### config.mk
export PLATFORM = sky130hd
export DESIGN_NAME = ula_seq
export DESIGN_NICKNAME = d
export VERILOG_FILES = /design/src/rtl/ula_pkg.sv /design/src/rtl/ula_mul_seq.sv /design/src/rtl/ula_seq.sv
export SDC_FILE = /design/constraint.sdc
export NUM_CORES = 1
export LEC_CHECK = 0
export BUFFER_PORTS_ARGS = -buffer_cell sky130_fd_sc_hd__buf_2
export CORE_ASPECT_RATIO = 0.9
export CORE_MARGIN = 3
export CORE_UTILIZATION = 35
export DETAILED_ROUTE_END_ITERATION = 8
export GPL_TIMING_DRIVEN = 0
export PLACE_DENSITY = 0.61
export SETUP_SLACK_MARGIN = 0.1
export SLEW_MARGIN = 20
export SYNTH_ARGS = -nofsm -noshare
export SYNTH_HDL_FRONTEND = slang
export SYNTH_SLANG_ARGS = --single-unit
### constraint.sdc
create_clock -name clk -period 3.2 [get_ports clk]
set_clock_uncertainty 0.15 [all_clocks]
set_input_delay 0.48 -clock clk [delete_from_list [all_inputs] [get_ports clk]]
set_output_delay 0.48 -clock clk [all_outputs]
set_load 0.03 [all_outputs]
### src/rtl/ula_pkg.sv
`default_nettype none
// ============================================================================
//  Module      : ula_pkg
//  Description : Shared types for the sequential ALU (ula_seq).
//                - OP_W    : opcode width
//                - op_t    : opcode encoding (ADD..MUL)
//                - state_t : controller state encoding (IDLE, EXEC, MUL)
//  Revision    : 1.0  initial release
// ============================================================================
package ula_pkg;

    localparam int OP_W = 3;

    typedef enum logic [OP_W-1:0] {
        OP_ADD = 3'd0,
        OP_SUB = 3'd1,
        OP_SHR = 3'd2,
        OP_SHL = 3'd3,
        OP_AND = 3'd4,
        OP_OR  = 3'd5,
        OP_XOR = 3'd6,
        OP_MUL = 3'd7
    } op_t;

    typedef enum logic [1:0] {
        IDLE = 2'd0,
        EXEC = 2'd1,
        MUL  = 2'd2
    } state_t;

endpackage
`default_nettype wire

### src/rtl/ula_mul_seq.sv
`default_nettype none
// ============================================================================
//  Module      : ula_mul_seq
//  Description : Unsigned shift-add multiplier, WIDTH x WIDTH -> 2*WIDTH.
//                The first partial product is folded into the load cycle,
//                so `done` rises WIDTH-1 edges after `load` and the owner
//                can register `product` on the WIDTH-th edge.
//  Ports       : clk, rst_n (async, active-low)
//                load     - capture a/b and start (ignored while busy)
//                a, b     - unsigned operands
//                busy     - iteration in progress
//                done     - product is final this cycle (combinational)
//                product  - running / final 2*WIDTH-bit product
//  Revision    : 1.0  initial release
// ============================================================================
module ula_mul_seq #(
    parameter int WIDTH = 8
) (
    input  logic                 clk,
    input  logic                 rst_n,
    input  logic                 load,
    input  logic [WIDTH-1:0]     a,
    input  logic [WIDTH-1:0]     b,
    output logic                 busy,
    output logic                 done,
    output logic [2*WIDTH-1:0]   product
);

    localparam int               CNT_W       = $clog2(WIDTH + 1);
    localparam logic [CNT_W-1:0] c_LAST_ITER = CNT_W'(WIDTH - 1);

    logic [2*WIDTH-1:0] r_acc;
    logic [2*WIDTH-1:0] r_mcand;
    logic [WIDTH-1:0]   r_mplier;
    logic [CNT_W-1:0]   r_cnt;
    logic               r_busy;

    always_ff @(posedge clk or negedge rst_n) begin
        if (!rst_n) begin
            r_acc    <= '0;
            r_mcand  <= '0;
            r_mplier <= '0;
            r_cnt    <= '0;
            r_busy   <= 1'b0;
        end else if (load && !r_busy) begin
            // Bit 0 of b is consumed here; the remaining WIDTH-1 bits follow.
            r_acc    <= b[0] ? {{WIDTH{1'b0}}, a} : '0;
            r_mcand  <= {{WIDTH{1'b0}}, a} << 1;
            r_mplier <= b >> 1;
            r_cnt    <= c_LAST_ITER;
            r_busy   <= 1'b1;
        end else if (r_busy) begin
            if (r_cnt != '0) begin
                r_acc    <= r_acc + (r_mplier[0] ? r_mcand : '0);
                r_mcand  <= r_mcand << 1;
                r_mplier <= r_mplier >> 1;
                r_cnt    <= r_cnt - CNT_W'(1);
            end else begin
                r_busy   <= 1'b0;
            end
        end
    end

    assign busy    = r_busy;
    assign done    = r_busy && (r_cnt == '0);
    assign product = r_acc;

endmodule
`default_nettype wire

### src/rtl/ula_seq.sv
`default_nettype none
// ============================================================================
//  Module      : ula_seq
//  Description : Registered, handshaked WIDTH-bit ALU. One operation at a
//                time: start (sampled while !busy) captures sel/a/b, the
//                result registers update on completion and done pulses for
//                one cycle. Ops 0-6 take one edge; MUL takes WIDTH edges.
//  Config      : ULA_MUL_EN - build the shift-add multiplier for sel=7.
//                Without it sel=7 completes in one edge with output_s=0,
//                ovf=1 as an unsupported-op marker.
//  Ports       : clk, rst_n (async, active-low)
//                start, sel[2:0], input_a, input_b  - request side
//                busy, done, output_s, ovf, zero    - status / result
//  Revision    : 1.0  initial release
// ============================================================================
module ula_seq #(
    parameter int WIDTH = 8
) (
    input  logic             clk,
    input  logic             rst_n,
    input  logic             start,
    input  logic [2:0]       sel,
    input  logic [WIDTH-1:0] input_a,
    input  logic [WIDTH-1:0] input_b,
    output logic             busy,
    output logic             done,
    output logic [WIDTH-1:0] output_s,
    output logic             ovf,
    output logic             zero
);

    import ula_pkg::*;

    localparam logic [1:0]     c_S_IDLE  = IDLE;
    localparam logic [1:0]     c_S_EXEC  = EXEC;
    localparam logic [1:0]     c_S_MUL   = MUL;
    localparam logic [WIDTH:0] c_WIDTH_V = (WIDTH + 1)'(WIDTH);

    logic [1:0]       r_state;
    op_t              r_sel;
    logic [WIDTH-1:0] r_a;
    logic [WIDTH-1:0] r_b;
    logic             r_busy;
    logic             r_done;
    logic [WIDTH-1:0] r_s;
    logic             r_ovf;
    logic             r_zero;

    // ------------------------------------------------------------------
    // Single-cycle datapath, fed only from the capture registers
    // ------------------------------------------------------------------
    logic [WIDTH:0]     w_sum;
    logic [WIDTH:0]     w_diff;
    logic [2*WIDTH-1:0] w_shl_full;
    logic               w_shift_big;
    logic [WIDTH-1:0]   w_res;
    logic               w_ovf;

    assign w_sum       = {1'b0, r_a} + {1'b0, r_b};
    assign w_diff      = {1'b0, r_a} - {1'b0, r_b};   // MSB set <=> a < b
    assign w_shl_full  = {{WIDTH{1'b0}}, r_a} << r_b;
    assign w_shift_big = ({1'b0, r_b} >= c_WIDTH_V);

    always_comb begin
        w_res = '0;
        w_ovf = 1'b0;
        case (r_sel)
            OP_ADD: begin
                w_res = w_sum[WIDTH-1:0];
                w_ovf = w_sum[WIDTH];
            end
            OP_SUB: begin
                w_res = w_diff[WIDTH-1:0];
                w_ovf = w_diff[WIDTH];
            end
            OP_SHR: begin
                w_res = w_shift_big ? '0 : (r_a >> r_b);
            end
            OP_SHL: begin
                // Any set bit of a is lost when the whole word shifts out.
                if (w_shift_big) begin
                    w_res = '0;
                    w_ovf = |r_a;
                end else begin
                    w_res = w_shl_full[WIDTH-1:0];
                    w_ovf = |w_shl_full[2*WIDTH-1:WIDTH];
                end
            end
            OP_AND: w_res = r_a & r_b;
            OP_OR:  w_res = r_a | r_b;
            OP_XOR: w_res = r_a ^ r_b;
            default: begin
                // MUL reaching the one-cycle path: unsupported-op marker.
                w_res = '0;
                w_ovf = 1'b1;
            end
        endcase
    end

`ifdef ULA_MUL_EN
    // ------------------------------------------------------------------
    // Multiplier: loaded straight from the request inputs on the same
    // edge that captures them, so it finishes on the WIDTH-th edge.
    // ------------------------------------------------------------------
    logic               w_mul_load;
    logic               w_mul_busy;
    logic               w_mul_done;
    logic [2*WIDTH-1:0] w_prod;

    assign w_mul_load = (r_state == c_S_IDLE) && start && (sel == OP_MUL);

    ula_mul_seq #(
        .WIDTH   (WIDTH)
    ) u_mul (
        .clk     (clk),
        .rst_n   (rst_n),
        .load    (w_mul_load),
        .a       (input_a),
        .b       (input_b),
        .busy    (w_mul_busy),
        .done    (w_mul_done),
        .product (w_prod)
    );
`endif

    // ------------------------------------------------------------------
    // Controller
    // ------------------------------------------------------------------
    always_ff @(posedge clk or negedge rst_n) begin
        if (!rst_n) begin
            r_state <= c_S_IDLE;
            r_sel   <= OP_ADD;
            r_a     <= '0;
            r_b     <= '0;
            r_busy  <= 1'b0;
            r_done  <= 1'b0;
            r_s     <= '0;
            r_ovf   <= 1'b0;
            r_zero  <= 1'b1;
        end else begin
            r_done <= 1'b0;
            case (r_state)
                c_S_IDLE: begin
                    if (start) begin
                        r_sel  <= op_t'(sel);
                        r_a    <= input_a;
                        r_b    <= input_b;
                        r_busy <= 1'b1;
`ifdef ULA_MUL_EN
                        r_state <= (sel == OP_MUL) ? c_S_MUL : c_S_EXEC;
`else
                        r_state <= c_S_EXEC;
`endif
                    end
                end
                c_S_EXEC: begin
                    r_s     <= w_res;
                    r_ovf   <= w_ovf;
                    r_zero  <= (w_res == '0);
                    r_done  <= 1'b1;
                    r_busy  <= 1'b0;
                    r_state <= c_S_IDLE;
                end
                c_S_MUL: begin
`ifdef ULA_MUL_EN
                    if (w_mul_done) begin
                        r_s     <= w_prod[WIDTH-1:0];
                        r_ovf   <= |w_prod[2*WIDTH-1:WIDTH];
                        r_zero  <= (w_prod[WIDTH-1:0] == '0);
                        r_done  <= 1'b1;
                        r_busy  <= 1'b0;
                        r_state <= c_S_IDLE;
                    end else if (!w_mul_busy) begin
                        // Multiplier idle without finishing: recover quietly.
                        r_busy  <= 1'b0;
                        r_state <= c_S_IDLE;
                    end
`else
                    r_busy  <= 1'b0;
                    r_state <= c_S_IDLE;
`endif
                end
                default: begin
                    r_busy  <= 1'b0;
                    r_state <= c_S_IDLE;
                end
            endcase
        end
    end

    assign busy     = r_busy;
    assign done     = r_done;
    assign output_s = r_s;
    assign ovf      = r_ovf;
    assign zero     = r_zero;

endmodule
`default_nettype wire
---- Word level (Yosys, flattened, before mapping) ----
Index checks and enable logic that the tools add are counted.
word-level totals
  flip-flop bits (word level) ............. 33
operators by class
  add/sub/neg operators ................... 2
  magnitude comparators ................... 1
  equality and inequality tests ........... 8
  shift operators ......................... 2
  muxes and demuxes ....................... 10
  bitwise gates (word level) .............. 3
  reduce and logical (&&, ||, !) cells .... 7
operator list
  kind                count
  $pmux 8 s7          1
  $mux 8              2
  $reduce_or 8->1     2
  $shl 8x8->16        1
  $add 8x8->9         1
  $eq 3x3->1 const B  3
  $sub 8x8->9         1
  $and 8x8->8         1
  $ge 8x4->1 const B  1
  $logic_not 8->1     1
  $or 8x8->8          1
  $shr 8x8->8         1
  $xor 8x8->8         1
  $eq 3x2->1 const B  2
  $mux 1              4
  $mux 2              2
  $pmux 1 s4          1
  $reduce_or 4->1     1
  $eq 3x1->1 const B  1
  $logic_not 3->1     1
  $eq 2x1->1 const B  1
  $logic_not 2->1     1
  $ne 2x2->1 const B  1
  $reduce_and 2->1    1

---- Logic depth before layout (Yosys ltp) ----
Gate-level depths: netlist of run 1.
  word-level depth ........................ 4
  gate-level depth with buffers ........... 11
  depth with buffers taken out ............ 10

---- Worst setup path after synthesis of run 1 ----
OpenSTA, ideal clock, no wires.
  path kind ............................... reg-to-reg
  from .................................... reg r_b[1]
  to ...................................... reg r_zero (netlist: zero)
  library setup time ...................... 0.063 ns
  arrival time ............................ 2.488 ns
  setup slack ............................. 0.499 ns
  cell stages (with the launch flop) ...... 12
  buffers on the path ..................... 2
  period minus slack after synthesis ...... 2.701 ns
  cells stage by stage .................... dfrtp_1 buf_6 buf_2 inv_1 ha_1 o21bai_1 a2111oi_4 a221o_1 o21ai_1 nand3b_1 nor4_2 a32o_1
between the ends
  word-level cells in the longest chain between the ends .. 4
  elaborated cells between the ends (all ways) .. 12
  classes of those cells .................. add/sub: 2; order compare: 1; shift: 2; mux: 3; bitwise: 3; reduce/logical: 1
ends and longest elaborated chain
  item                                line                          RTL
  start: declaration                  ula_seq.sv:42                 logic [WIDTH-1:0] r_b;
  start signal: assignment            ula_seq.sv:147                r_b <= input_b;
  $ge 8x4->1 (tied with other cells)  ula_seq.sv:62                 assign w_shift_big = ({1'b0, r_b} >= c_WIDTH_V);
  $mux 8 (on tied branches)           ula_seq.sv:81, ula_seq.sv:77
  $pmux 8 s7 *                        ula_seq.sv:67                 case (r_sel)
  $logic_not 8->1 *                   ula_seq.sv:159                r_zero <= (w_res == '0);
  end signal: assignment              ula_seq.sv:159
  end: declaration                    ula_seq.sv:47                 logic r_zero;
Every way passes the cells marked *; elsewhere a longest branch is shown, timed or not.
A chain may end at the register's enable or synchronous reset.

---- Worst setup path after layout of run 1 ----
Ends and elaborated chain as after synthesis.

==> results of run 1 <==
[synthesized netlist by cell type (3+ instances only)]
library cell / n / area, µm²
nand2_1: 33 / 124
dfrtp_1: 30 / 751
inv_1: 26 / 97.6
o21ai_0: 26 / 130
ha_1: 24 / 300
a21oi_1: 16 / 80.1
nor2_1: 12 / 45.0
mux2i_1: 11 / 110
nand3_1: 10 / 50.1
mux4_2: 9 / 203
nor2b_1: 8 / 50.1
clkbuf_1: 7 / 26.3
mux2_2: 7 / 78.8
o22ai_1: 7 / 43.8
nor3_1: 6 / 30.0
o2bb2ai_1: 6 / 52.6
buf_2: 5 / 25.0
nand2b_1: 5 / 31.3
a211oi_1: 4 / 30.0
o21bai_1: 4 / 30.0
buf_4: 3 / 22.5
o21a_1: 3 / 22.5
o21ai_1: 3 / 15.0
o31ai_1: 3 / 22.5
xnor2_1: 3 / 26.3
[worst paths after layout]
path | start | end | depth (start not counted)
worst max-delay path | r_b[1] | zero | 10
worst min-delay path | rst_n | r_a[2] | 1
worst max register to register | r_b[1] | zero | 10
worst min register to register | output_s[4] | output_s[4] | 1
max in group asynchronous | rst_n | r_b[1] | 1
min in group clk | input_a[6] | r_a[6] | 3
[layout make-up]
class,count,area [µm²]
Sequential cell,31,778
Timing Repair Buffer,35,180
Multi-Input combinational cell,245,1930
Clock inverter,1,5.00
Tap cell,96,120
Inverter,27,109
Buffer,18,104
Clock buffer,7,76.3
Fill cell,791,4470
[state kept, by name, summed over array words and instances (netlist names)]
register and cells:
r_sel 3, r_b 8, done 1, output_s 8, zero 1, ovf 1, busy 1, r_a 8
[layer usage]
metal	wire length, µm	up-vias	global-route usage (%)
met5	0	-	0
met1	4200	1299	29.3
met4	106	0	2.84
met3	601	14	3.35
met2	3860	116	30.1
li1	-	1253	-
[placed cells by master (no fill, tap or decap), types with 5 or more instances in the layout]
| cell | netlist | layout |
|---|---|---|
| a21oi_1 | 16 | 14 |
| mux4_2 | 9 | 9 |
| o21ai_0 | 26 | 26 |
| o22ai_1 | 7 | 7 |
| nand2_1 | 33 | 33 |
| clkbuf_1 | 7 | 9 |
| nor2b_1 | 8 | 8 |
| nand2b_1 | 5 | 5 |
| mux2i_1 | 11 | 11 |
| nor2_1 | 12 | 12 |
| dfrtp_1 | 30 | 29 |
| nand3_1 | 10 | 10 |
| mux2_2 | 7 | 7 |
| inv_1 | 26 | 25 |
| o2bb2ai_1 | 6 | 6 |
| ha_1 | 24 | 24 |
| clkbuf_8 | 0 | 5 |
| buf_2 | 5 | 37 |
| buf_4 | 3 | 5 |
| nor3_1 | 6 | 6 |
[power by group]
part | total, mW | leakage, nW | internal (mW) | switching [mW]
clock | 0.301 | 0.0422 | 0.153 | 0.149
sequential | 0.548 | 0.379 | 0.464 | 0.0838
combinational | 0.932 | 1.00 | 0.369 | 0.563
total | 1.78 | 1.42 | 0.986 | 0.795
[worst max-delay path: cells and delay by family, from the launching register on]
| family | cells | cell delay (ns) |
|---|---|---|
| buffers and inverters | 2 | 0.36 |
| AOI/OAI and AO/OA | 5 | 1.06 |
| DFF | 1 | 0.46 |
| adders and majority gates | 1 | 0.36 |
| and+or+nand+nor | 2 | 0.47 |
[stage by stage]
stage	power, mW	TNS, ns
detailed placement	1.45	-0.120
global route	1.91	0
floorplan	1.20	0
global placement	1.44	-0.0795
finish	1.78	0
CTS	1.77	0
[cell families (layout without fill, tap and decap cells)]
kind of cell / count (synthesis) / after routing / synth area share (%)
and+or+nand+nor: 92 / 92 / 17.0
AOI/OAI and AO/OA: 96 / 96 / 22.6
buffers and inverters: 46 / 88 / 7.13
xor gates and xnor gates: 4 / 4 / 1.21
muxes: 27 / 27 / 13.5
DFF: 31 / 31 / 26.8
adders and majority gates: 26 / 26 / 11.8
[what timing repair did]
item                       4_1_cts  5_1_grt
cloned                           0        0
resized for setup                4        4
pin swaps                        0        0
buffers inserted                 2        0
setup endpoints to repair        3        3
==> key figures, run 1 <==
STA
  – Final Setup Violations: 0
  – Final min period: 2.93 ns
  – Final worst path period share: approximately 92%
  – Slew Limit Fails: 0
  – Slew margin rel.: 39.4%
  – Fin worst setup slack: 0.270 ns
  – Fmax: 341 MHz
  – Hold slack: 0.113 ns
  – Hold Fails Final Rpt: 0
  – Worst slew pin tran: between 0.9 and 1 ns
  – RSZ-0062 raised after global routing: no

Clock tree
  – Latest clock arrival within the worst-skew pair: 0.28 ns
  – Clk slew on worst S/H paths: 0.07 ns
  – Hold-fix buffer count after cts: 0
  – Htree depth: 2
  – Clock root cell: clkbuf_8
  – # clock sinks: 31
  – TritonCTS Buffers: 5
  – CTS tree: done
  – CTS Buffer Depth: 2

Global route
  – Total GRT Usage: 19.6%
  – Initial antenna violation count: 0
  – Vias in the first global route: 2,634
  – Gr ovfl total: 0
  – First-pass GRT wire length: between 10,000 and 15,000 µm
  – Largest net degree at the start of global routing: 32

Critical path
  – Max FO, Critical Path: 19
  – Critical-path top delay cell: dfrtp_2
  – Max incr delay on CP: ~0.46 ns
  – Critical path, cell by cell: buf_8 -> clkinvlp_4 -> ha_1 -> a21oi_2 -> o2111ai_1 -> a221o_1 -> o21ai_1 -> nand3b_1 -> nor4_2 -> a32o_1
  – Worst EP arrival: approximately 3 ns
  – Crit path launch type: register
  – WS Path Type: reg -> reg
  – Worst Path Required: 3.28 ns
  – FF-to-FF setup slack: 0.27 ns
  – Crit. End Element: register

Synth
  – Synth unique cells: 67
  – Number of synthesized flops with an enable pin: 0
  – Seq/Total Area, Yosys: 26.8%
  – Syn_nets: 370
  – Ys async rst share: 100%
  – Post-synthesis area per instance: 8.99 µm²
  – Post-Syn Area: between 2000 and 3000 µm²
  – Synthesis Warnings: 0
  – Top FF cell, synth: dfrtp_1
  – FF+latch count, synth: 31
  – Synth Instances: 322

Placement
  – Placed Instances: 451
  – Port bufs: 33
  – Placed inst area: ~3200 µm²
  – GPL Wtd Cong: 0.951
  – Post-place setup slack: -0.0906 ns
  – Post-DP HPWL: 6700 µm

Layout
  – Ratio of cells with drive above 1 in the final layout: 23.6%
  – Area Overhead vs Synth: 14.0%
  – Net count, final: 411
  – Ant diodes: 0
  – Layout Utilization: a little over two fifths
  – Non-Filler Instances: 460
  – Design Area, Final: 3300 µm²

Detailed routing
  – Routed wire length: around 8800 µm
  – Pre-antenna DRT Iters: 5
  – DR iter-0 viols: between 200 and 300
  – DRC Markers: 0
  – Via-per-instance ratio: roughly 5.8
  – Via count: 2,682
  – Drt wl/cell: 19.1 µm
  – Routed Antenna Nets: 0

Power
  – Lkg Pwr: 1.42 nW
  – Pwr Density: around 540 nW/µm²
  – VDD IR max: 0.205 mV

Job
  – Number of max-cap violations: 0

Die
  – Die X: 102 µm
  – Starting Density: 37.3%
  – I/O pin total: 34
  – Row cnt: 30
  – Chip height: approximately 92 µm
  – Die area: approximately 9400 µm²
  – Core outline area: between 7000 and 8000 µm²

Status
  – Status: finished, final reports clean

Hold path
  – Hold WC Path Type: in -> async
Note: power is estimated with default switching activity, not from simulation.
==> run 2: changes to the inputs <==
--- a/config.mk
+++ b/config.mk
@@ -6,11 +6,13 @@
 export NUM_CORES = 1
 export LEC_CHECK = 0
 export BUFFER_PORTS_ARGS = -buffer_cell sky130_fd_sc_hd__buf_2
-export CORE_ASPECT_RATIO = 0.9
+export CORE_ASPECT_RATIO = 1.2
 export CORE_MARGIN = 3
 export CORE_UTILIZATION = 35
+export CTS_CLUSTER_DIAMETER = 50
 export DETAILED_ROUTE_END_ITERATION = 8
 export GPL_TIMING_DRIVEN = 0
+export HOLD_SLACK_MARGIN = 0.03
 export PLACE_DENSITY = 0.61
 export SETUP_SLACK_MARGIN = 0.1
 export SLEW_MARGIN = 20
==> run 2 against run 1 <==
Compared with the run above: setup slack worse by 0.0078 ns; largest cell class unchanged; flip-flop and latch count stayed put; register-to-register slack hardly changed; sequential power hardly changed; non-clock buffer count is 1 lower; critical path type unchanged; sequential share of layout area is 0.080 points lower; critical endpoint unchanged; clock-buffer cell count stayed put; first-iteration DRC count is 30% lower.
==> key figures, run 2 (synthesis gave the netlist of run 1 again) <==
Power
  – Clock share of power: 20.0%
  – VDD IR max: 0.159 mV
  – Pwr Density: 552 nW/µm²
  – Combinational share of power: between 50 and 60%
  – Switching Share: 43.8%
  – Power Total: 1.83 mW
  – Seq pwr share: 29.8%
  – NetSw: 0.802 mW
  – Lkg Pwr: 1.43 nW
  – Internal power: 1.03 mW

Global route
  – Gr busiest metal: met2
  – Global Route met3 Usage: 2.11%
  – Largest net degree at the start of global routing: 32
  – Met2 Use GR: 29.5%
  – Met1 usage: 25.7%
  – Vias in the first global route: ~2,600
  – Initial antenna violation count: 0
  – Total GRT Usage: ~19%
  – First-pass GRT wire length: 13,500 µm
  – Gr ovfl total: 0

Clock tree
  – CTS tree: done
  – Htree depth: 2
  – Hold-fix buffer count after cts: 0
  – CTS Buffer Depth: 2
  – TritonCTS Buffers: 5
  – Latest clock arrival within the worst-skew pair: roughly 0.30 ns
  – Clock root cell: clkbuf_8
  – Clk slew on worst S/H paths: 0.08 ns
  – # clock sinks: 31

Critical path
  – Max incr delay on CP: about 0.4 ns
  – Crit. End Element: register
  – Worst Path Required: 3.29 ns
  – Critical-path top delay cell: a2111oi_4
  – Critical path, cell by cell: buf_4 -> clkinvlp_4 -> ha_1 -> buf_2 -> nor3_2 -> a2111oi_4 -> o22ai_1 -> o21ai_1 -> nand3b_1 -> nor4_2 -> a32o_1
  – WS Path Type: reg -> reg
  – Crit path launch type: register
  – Max FO, Critical Path: 10
  – Worst EP arrival: roughly 3 ns

Placement
  – Post-DP HPWL: 6500 µm
  – Placed inst area: 3180 µm²
  – Port bufs: 33
  – Post-place setup slack: -0.0639 ns
  – GPL Wtd Cong: between 0.9 and 1

STA
  – Worst slew pin tran: between 0.8 and 0.9 ns
  – Final min period: 2.94 ns
  – Slew Limit Fails: 0
  – Final worst path period share: 91.8%
  – Hold Fails Final Rpt: 0
  – RSZ-0062 raised after global routing: no
  – Fin worst setup slack: approximately 0.26 ns
  – Fmax: 340 MHz
  – Total negative setup slack: 0 ns
  – Slew margin rel.: 40.6%
  – Final Setup Violations: 0

Layout
  – Ratio of cells with drive above 1 in the final layout: 24.0%
  – Net count, final: 410
  – Most frequent cells in the layout: buf_2, nand2_1, dfrtp_1
  – Ant diodes: 0
  – Area Overhead vs Synth: 14.4%
  – Design Area, Final: around 3300 µm²
  – Most common cell after layout, fill and taps aside: buf_2

Detailed routing
  – Routed Antenna Nets: 0
  – Drt wl/cell: between 15 and 20 µm
  – DR iter-0 viols: 191
  – Via count: 2,618
  – DRC Markers: 0
  – Routed wire length: 8400 µm
  – Pre-antenna DRT Iters: 4
  – Via-per-instance ratio: 5.75

Hold path
  – Hold WC Path Type: in -> async

Die
  – Row cnt: 35
  – I/O pin total: 34
  – Die area: 9400 µm²
  – Core outline area: slightly below 8000 µm²
  – Chip height: 106 µm
  – Starting Density: 36.7%
  – Die X: a little under 90 µm

Status
  – Status: finished, final reports clean

Job
  – Number of max-cap violations: 0
run 2: cell types whose count changed in the layout (fill, tap and decap cells not counted):
| cell | previous run | this run |
|---|---|---|
| nor3_2 | 1 | 2 |
| clkbuf_1 | 9 | 7 |
| a211oi_1 | 3 | 4 |
| buf_4 | 5 | 4 |
| o31ai_2 | 0 | 1 |
| a21oi_1 | 14 | 15 |
| nor3_1 | 6 | 5 |
| clkinv_2 | 1 | 0 |
| o31ai_1 | 3 | 2 |
| clkinvlp_4 | 2 | 3 |
| a211oi_2 | 2 | 1 |
| clkbuf_8 | 5 | 7 |
| a21oi_2 | 2 | 1 |
run 2: layout make-up:
class / instances / area [µm²]
plain buffers: 18 / 104
clock buffers: 7 / 96.3
clock inverters: 1 / 7.51
fillers: 823 / 4570
inverters: 27 / 109
multi-input cells: 245 / 1930
flip-flops and latches: 31 / 778
well taps: 92 / 115
repair buffers: 34 / 173
run 2: stage by stage:
step / util (%) / cells / hold WS, ns
6_report: 42.0 / 455 / 0.0788
5_1_grt: 42.0 / 455 / 0.150
4_1_cts: 41.9 / 455 / 0.111
3_5_place_dp: 40.3 / 447 / 0.319
3_3_place_gp: 40.3 / 447 / 0.310
2_1_floorplan: - / 322 / 0.0344
run 2: power groups by stage:
stage	registers (mW)	logic (mW)	clock network, mW
after floorplan	0.610	0.594	0
after global placement	0.547	0.884	0
after detailed placement	0.551	0.894	0
after CTS	0.544	0.905	0.370
after global routing	0.556	1.01	0.385
final	0.545	0.919	0.366
run 2: routing by layer:
layer	share of wire, %	vias to the layer above
li1	-	1255
met3	6.0	18
met4	2.8	0
met1	43	1245
met5	0	-
met2	48	100
run 2: worst paths after layout:
check | from | to | cells past startpoint | slack (ns)
worst max-delay path | r_b[2] | zero | 11 | 0.26
worst min-delay path | rst_n | r_a[3] | 1 | 0.08
worst max register to register | r_b[2] | zero | 11 | 0.26
worst min register to register | output_s[0] | output_s[0] | 1 | 0.34
max in group asynchronous | rst_n | r_b[1] | 1 | 2.34
min in group clk | input_a[2] | r_a[2] | 3 | 0.23
run 2: critical path: cells and delay by family, from the launching register on:
kind,cells,cell delay (ns)
flip-flops,1,0.39
buffers and inverters,3,0.59
AND/OR/NAND/NOR,3,0.52
adder cells (fa/ha/maj),1,0.32
AO/OA/AOI/OAI,4,0.89
run 2: timing repair:
action                                 in CTS  in global routing
endpoints found under the hold margin       0                  0
setup buffers                               1                  0
setup endpoints to repair                   3                  2
resized for setup                           5                  3
cloned                                      0                  0
